===== config.mk =====
export PLATFORM = sky130hd
export DESIGN_NAME = pc_seq
export DESIGN_NICKNAME = d
export VERILOG_FILES = /design/src/rtl/pc_seq_pkg.sv /design/src/rtl/pc_seq.sv
export SDC_FILE = /design/constraint.sdc
export NUM_CORES = 1
export LEC_CHECK = 0
export CAP_MARGIN = 20
export CORE_ASPECT_RATIO = 1.5
export CORE_MARGIN = 2
export CORE_UTILIZATION = 49
export CTS_BUF_LIST = sky130_fd_sc_hd__clkbuf_8
export CTS_CLUSTER_DIAMETER = 50
export CTS_CLUSTER_SIZE = 40
export DETAILED_ROUTE_END_ITERATION = 8
export HOLD_SLACK_MARGIN = 0.02
export PLACE_DENSITY = 0.84
export SYNTH_ARGS = -nofsm -noshare
export SYNTH_HDL_FRONTEND = slang
export SYNTH_SLANG_ARGS = --single-unit

===== constraint.sdc =====
create_clock -name clk_i -period 2.4 [get_ports clk_i]
set_input_delay 0.48 -clock clk_i [delete_from_list [all_inputs] [get_ports clk_i]]
set_output_delay 0.48 -clock clk_i [all_outputs]
set_load 0.02 [all_outputs]

===== src/rtl/pc_seq_pkg.sv =====
// Shared constants and state encoding for the fetch-stage PC sequencer.
// Default address width, reset/exception vectors and instruction step live here.
package pc_seq_pkg;

    localparam int unsigned ADDR_W    = 32;
    localparam logic [31:0] RESET_VEC = 32'hBFC0_0000;
    localparam logic [31:0] EXC_VEC   = 32'hBFC0_0380;
    localparam int unsigned INSN_STEP = 4;

    typedef enum logic {
        ST_SEQ  = 1'b0,
        ST_SLOT = 1'b1
    } seq_state_e;

endpackage


===== src/rtl/pc_seq.sv =====
// Program-counter sequencer: sequential advance, one-instruction branch delay slot,
// exception vectoring with EPC/branch-delay capture, and ERET.
//
// state   | meaning
// --------+--------------------------------------------------------------
// ST_SEQ  | normal sequential fetch; a redirect here opens a delay slot
// ST_SLOT | addr_o is the delay-slot instruction; tgt_q is fetched next
module pc_seq
    import pc_seq_pkg::*;
#(
    parameter int unsigned      WIDTH      = ADDR_W,
    parameter logic [WIDTH-1:0] RESET_ADDR = WIDTH'(RESET_VEC),
    parameter logic [WIDTH-1:0] EXC_ADDR   = WIDTH'(EXC_VEC),
    parameter int unsigned      STEP       = INSN_STEP
) (
    input  logic             clk_i,
    input  logic             reset_i,
    input  logic             enable_i,
    input  logic             redirect_i,
    input  logic [WIDTH-1:0] redirect_addr_i,
    input  logic             exc_i,
    input  logic             eret_i,
    output logic [WIDTH-1:0] addr_o,
    output logic [WIDTH-1:0] epc_o,
    output logic             in_slot_o,
    output logic             bd_o
);

    localparam logic [WIDTH-1:0] STEP_W = WIDTH'(STEP);

    seq_state_e       state_q, state_d;
    logic [WIDTH-1:0] addr_q, addr_d;
    logic [WIDTH-1:0] epc_q, epc_d;
    logic [WIDTH-1:0] tgt_q, tgt_d;
    logic             bd_q, bd_d;

    always_ff @(posedge clk_i or negedge reset_i) begin
        if (!reset_i) begin
            state_q <= ST_SEQ;
            addr_q  <= RESET_ADDR;
            epc_q   <= '0;
            tgt_q   <= '0;
            bd_q    <= 1'b0;
        end else begin
            state_q <= state_d;
            addr_q  <= addr_d;
            epc_q   <= epc_d;
            tgt_q   <= tgt_d;
            bd_q    <= bd_d;
        end
    end

    always_comb begin
        state_d = state_q;
        if (exc_i) begin
            state_d = ST_SEQ;
        end else if (!enable_i) begin
            state_d = state_q;
        end else if (eret_i) begin
            state_d = ST_SEQ;
        end else if (state_q == ST_SLOT) begin
            state_d = ST_SEQ;
        end else if (redirect_i) begin
            state_d = ST_SLOT;
        end
    end

    // Next-PC priority mux; exception beats stall so the vector is never delayed.
    always_comb begin
        addr_d = addr_q;
        epc_d  = epc_q;
        tgt_d  = tgt_q;
        bd_d   = bd_q;
        if (exc_i) begin
            addr_d = EXC_ADDR;
            tgt_d  = '0;
            if (state_q == ST_SLOT) begin
                epc_d = addr_q - STEP_W;
                bd_d  = 1'b1;
            end else begin
                epc_d = addr_q;
                bd_d  = 1'b0;
            end
        end else if (!enable_i) begin
            addr_d = addr_q;
        end else if (eret_i) begin
            addr_d = epc_q;
        end else if (state_q == ST_SLOT) begin
            addr_d = tgt_q;
        end else if (redirect_i) begin
            tgt_d  = redirect_addr_i;
            addr_d = addr_q + STEP_W;
        end else begin
            addr_d = addr_q + STEP_W;
        end
    end

    always_comb begin
        addr_o    = addr_q;
        epc_o     = epc_q;
        bd_o      = bd_q;
        in_slot_o = (state_q == ST_SLOT);
    end

endmodule


==> impl_metrics.py <==
metrics = {
    "setup_path": {
        "worstSetupPathType": "flop to flop",
        "crit_slowest_cell": "o311ai_0",
        "arrival_ps": 2550,
        "worst-path-buf-inv": 1,
        "crit_family": "simple AND/OR/NAND/NOR gates",
        "rr_worst_depth": 6,
        "worstPathMaxFanout": 10,
        "max_stage_delay_ps": 530,
        "path_cells": "inv_1, ha_1, nand4bb_1, or2_2, o311ai_0, nand3_1",
        "critPathLaunchType": "flop",
        "crit_cells": 6,
        "critPathRequiredTime_ps": 2660,
        "cp-end-kind": "flop",
    },
    "clock_network": {
        "cts-hold-fix-buffers": 0,
        "cts_resized": 0,
        "cts_root_buf": "clkbuf_8",
        "clkSinkCount": 98,
        "cts_tree": "yes",
        "h-tree-depth": 3,
        "insertion_delay_ps": 390,
        "clockBufferDepth": 2,
        "post-cts-setup-buffers": 0,
        "clk_pin_slew_worst_paths_ps": 110,
        "cts_buffers": 9,
    },
    "global_routing": {
        "grt_max_degree": 48,
        "grt-ovfl-total": 0,
        "antenna_found_initial": 0,
        "grt_pass1_vias": 5870,
        "gr-usage-all-layers_pct": 31.4,
        "grt_pass1_wl_mm": 30.3,
    },
    "placed_design": {
        "place_congestion": 0.909,
        "detailed_place_hpwl_mm": 13.5,
        "io_buffer_count": 103,
        "pre_cts_slack_ps": -162,
        "dp.cells": 847,
    },
    "sta": {
        "tns_ps": 0,
        "hold_ws_ps": 88.6,
        "period_share_pct": 95.4,
        "fin_ws_ps": 111,
        "tightest_slew_ps": 1000,
        "slew_headroom_pct": 33.0,
        "maxSlewViolCount": 0,
        "setup_viol": 0,
        "finalClockSkew_ps": 16.1,
        "fmax_ghz": 0.437,
        "fin_crit_ps": 2290,
        "final_hold_viol_count": 0,
        "rsz0062_at_grt": "false",
    },
    "routing": {
        "finalWirelength_mm": 19.1,
        "drtAntennaViolNets": 0,
        "vias_per_cell": 6.71,
        "dr.pass1.iters": 5,
        "drtIter0Drc": 546,
        "vias": 5795,
        "wl_per_cell_um": 22.1,
        "drc": 0,
    },
    "synth": {
        "synth-xor-area-share_pct": 1.42,
        "yosys.area_share.simple_pct": 21.2,
        "synth.most_common_cell": "dfrtp_1",
        "syn_inst": 593,
        "synth.distinct_cells": 60,
        "ys_ff_latch": 98,
        "syn_area_um2": 5540,
        "synth_compound_area_share_pct": 25.8,
        "synth-main-ff-cell": "dfrtp_1",
        "ys_warn_count": 0,
        "synth_edf_count": 0,
        "yosysTopAreaCell": "dfrtp_1",
        "ys_async_sr_fraction_pct": 100,
        "synth_top_family_by_area": "compound AO/OA/AOI/OAI gates",
        "synthAdderAreaFrac_pct": 0.452,
        "synth_top_area_share_pct": 40.2,
        "syn_nets": 633,
        "synthMuxAreaShare_pct": 1.36,
        "synthTopCellsByCount": "89 x dfrtp_1, 56 x clkbuf_1, 48 x nor2_1, 34 x a22o_1, 25 x nand2_1",
        "synth_area_per_cell_um2": 9.34,
        "seq_area_frac_synth_pct": 44.5,
        "synthTopCellsByArea": "dfrtp_1 40%, a22o_1 5.4%, dfstp_2 4.3%, clkbuf_1 3.8%, nor2_1 3.3%",
    },
    "job": {
        "cap_violations": 0,
    },
    "die": {
        "die_w_um": 90.8,
        "dieArea_um2": 12200,
        "ios": 104,
        "initial_core_util_pct": 50.1,
        "rows": 47,
        "die_h_um": 134,
        "core_um2": 11100,
    },
    "finish": {
        "drive_gt1_share_pct": 16.3,
        "n_fill_cell": 953,
        "diodes": 0,
        "finish.net_count": 751,
        "area_growth_pct": 30.6,
        "instances_no_fill": 863,
    },
    "power": {
        "power_mw": 3.99,
        "powerDensity_nw_per_um2": 552,
        "p_leak_nw": 2.87,
        "worst_ir_drop_vdd_uv": 330,
    },
    "status": {
        "outcome": "finished clean",
    },
    "hold_path": {
        "hp-class": "input pin to asynchronous set/reset pin",
    },
}
==> sequential cells by signal, indices dropped and copies added, names as in the netlist <==
signal	flops
epc_o	32
in_slot_o	1
addr_o	32
tgt_q	32
bd_o	1
==> routing by layer <==
| layer | vias up | part of all wire, % | GRT usage, % |
|---|---|---|---|
| met5 | - | 0 | 0 |
| met4 | 0 | 4.5 | 17.4 |
| met3 | 75 | 8.4 | 6.63 |
| met2 | 373 | 51 | 52.6 |
| met1 | 2822 | 36 | 37.7 |
| li1 | 2525 | - | - |
==> layout make-up <==
class | instances | area (um2) | area share, %
tap | 147 | 184 | 2.54
clock buffer | 9 | 124 | 1.71
timing repair buffer | 168 | 1540 | 21.3
sequential | 98 | 2460 | 34.1
clock inverter | 7 | 68.8 | 0.952
inverter | 17 | 63.8 | 0.883
multi-input combinational | 417 | 2790 | 38.6
==> final timing paths <==
check	startpoint	end	slack (ps)
max	addr_o[2]	epc_o[14]	110
min	reset_i	tgt_q[1]	90
max reg2reg	addr_o[2]	epc_o[14]	110
min reg2reg	tgt_q[7]	tgt_q[7]	520
max in group asynchronous	reset_i	addr_o[29]	1660
min in group clk_i	tgt_q[7]	tgt_q[7]	520
==> cells by family after synthesis <==
group | count (synthesis)
mux | 7
xor+xnor | 9
buf+inv | 78
compound gates | 188
fa+ha+maj | 2
flops | 98
simple gates | 211
==> metrics by stage <==
stage / util (%) / cell area, um2
3_5_place_dp: 63.6 / 7030
2_1_floorplan: - / 5540
5_1_grt: 65.4 / 7230
3_3_place_gp: 63.6 / 7030
4_1_cts: 65.4 / 7230
6_report: 65.4 / 7230
==> cell usage in the layout (no fill, tap or decap), types with 18 or more instances in the layout <==
master           count
clkdlybuf4s50_1    101
dfrtp_1             89
buf_4               64
nor2_1              48
a22o_1              34
nand2_1             25
a31oi_1             23
nand3_1             20
or4_1               19
a21oi_1             19
o21ai_0             18
==> power by group <==
part	switching, mW	internal (mW)
clock network	0.697	0.409
logic	0.523	0.446
registers	0.141	1.77
total	1.36	2.63
Power figures use the tool's default switching activity.
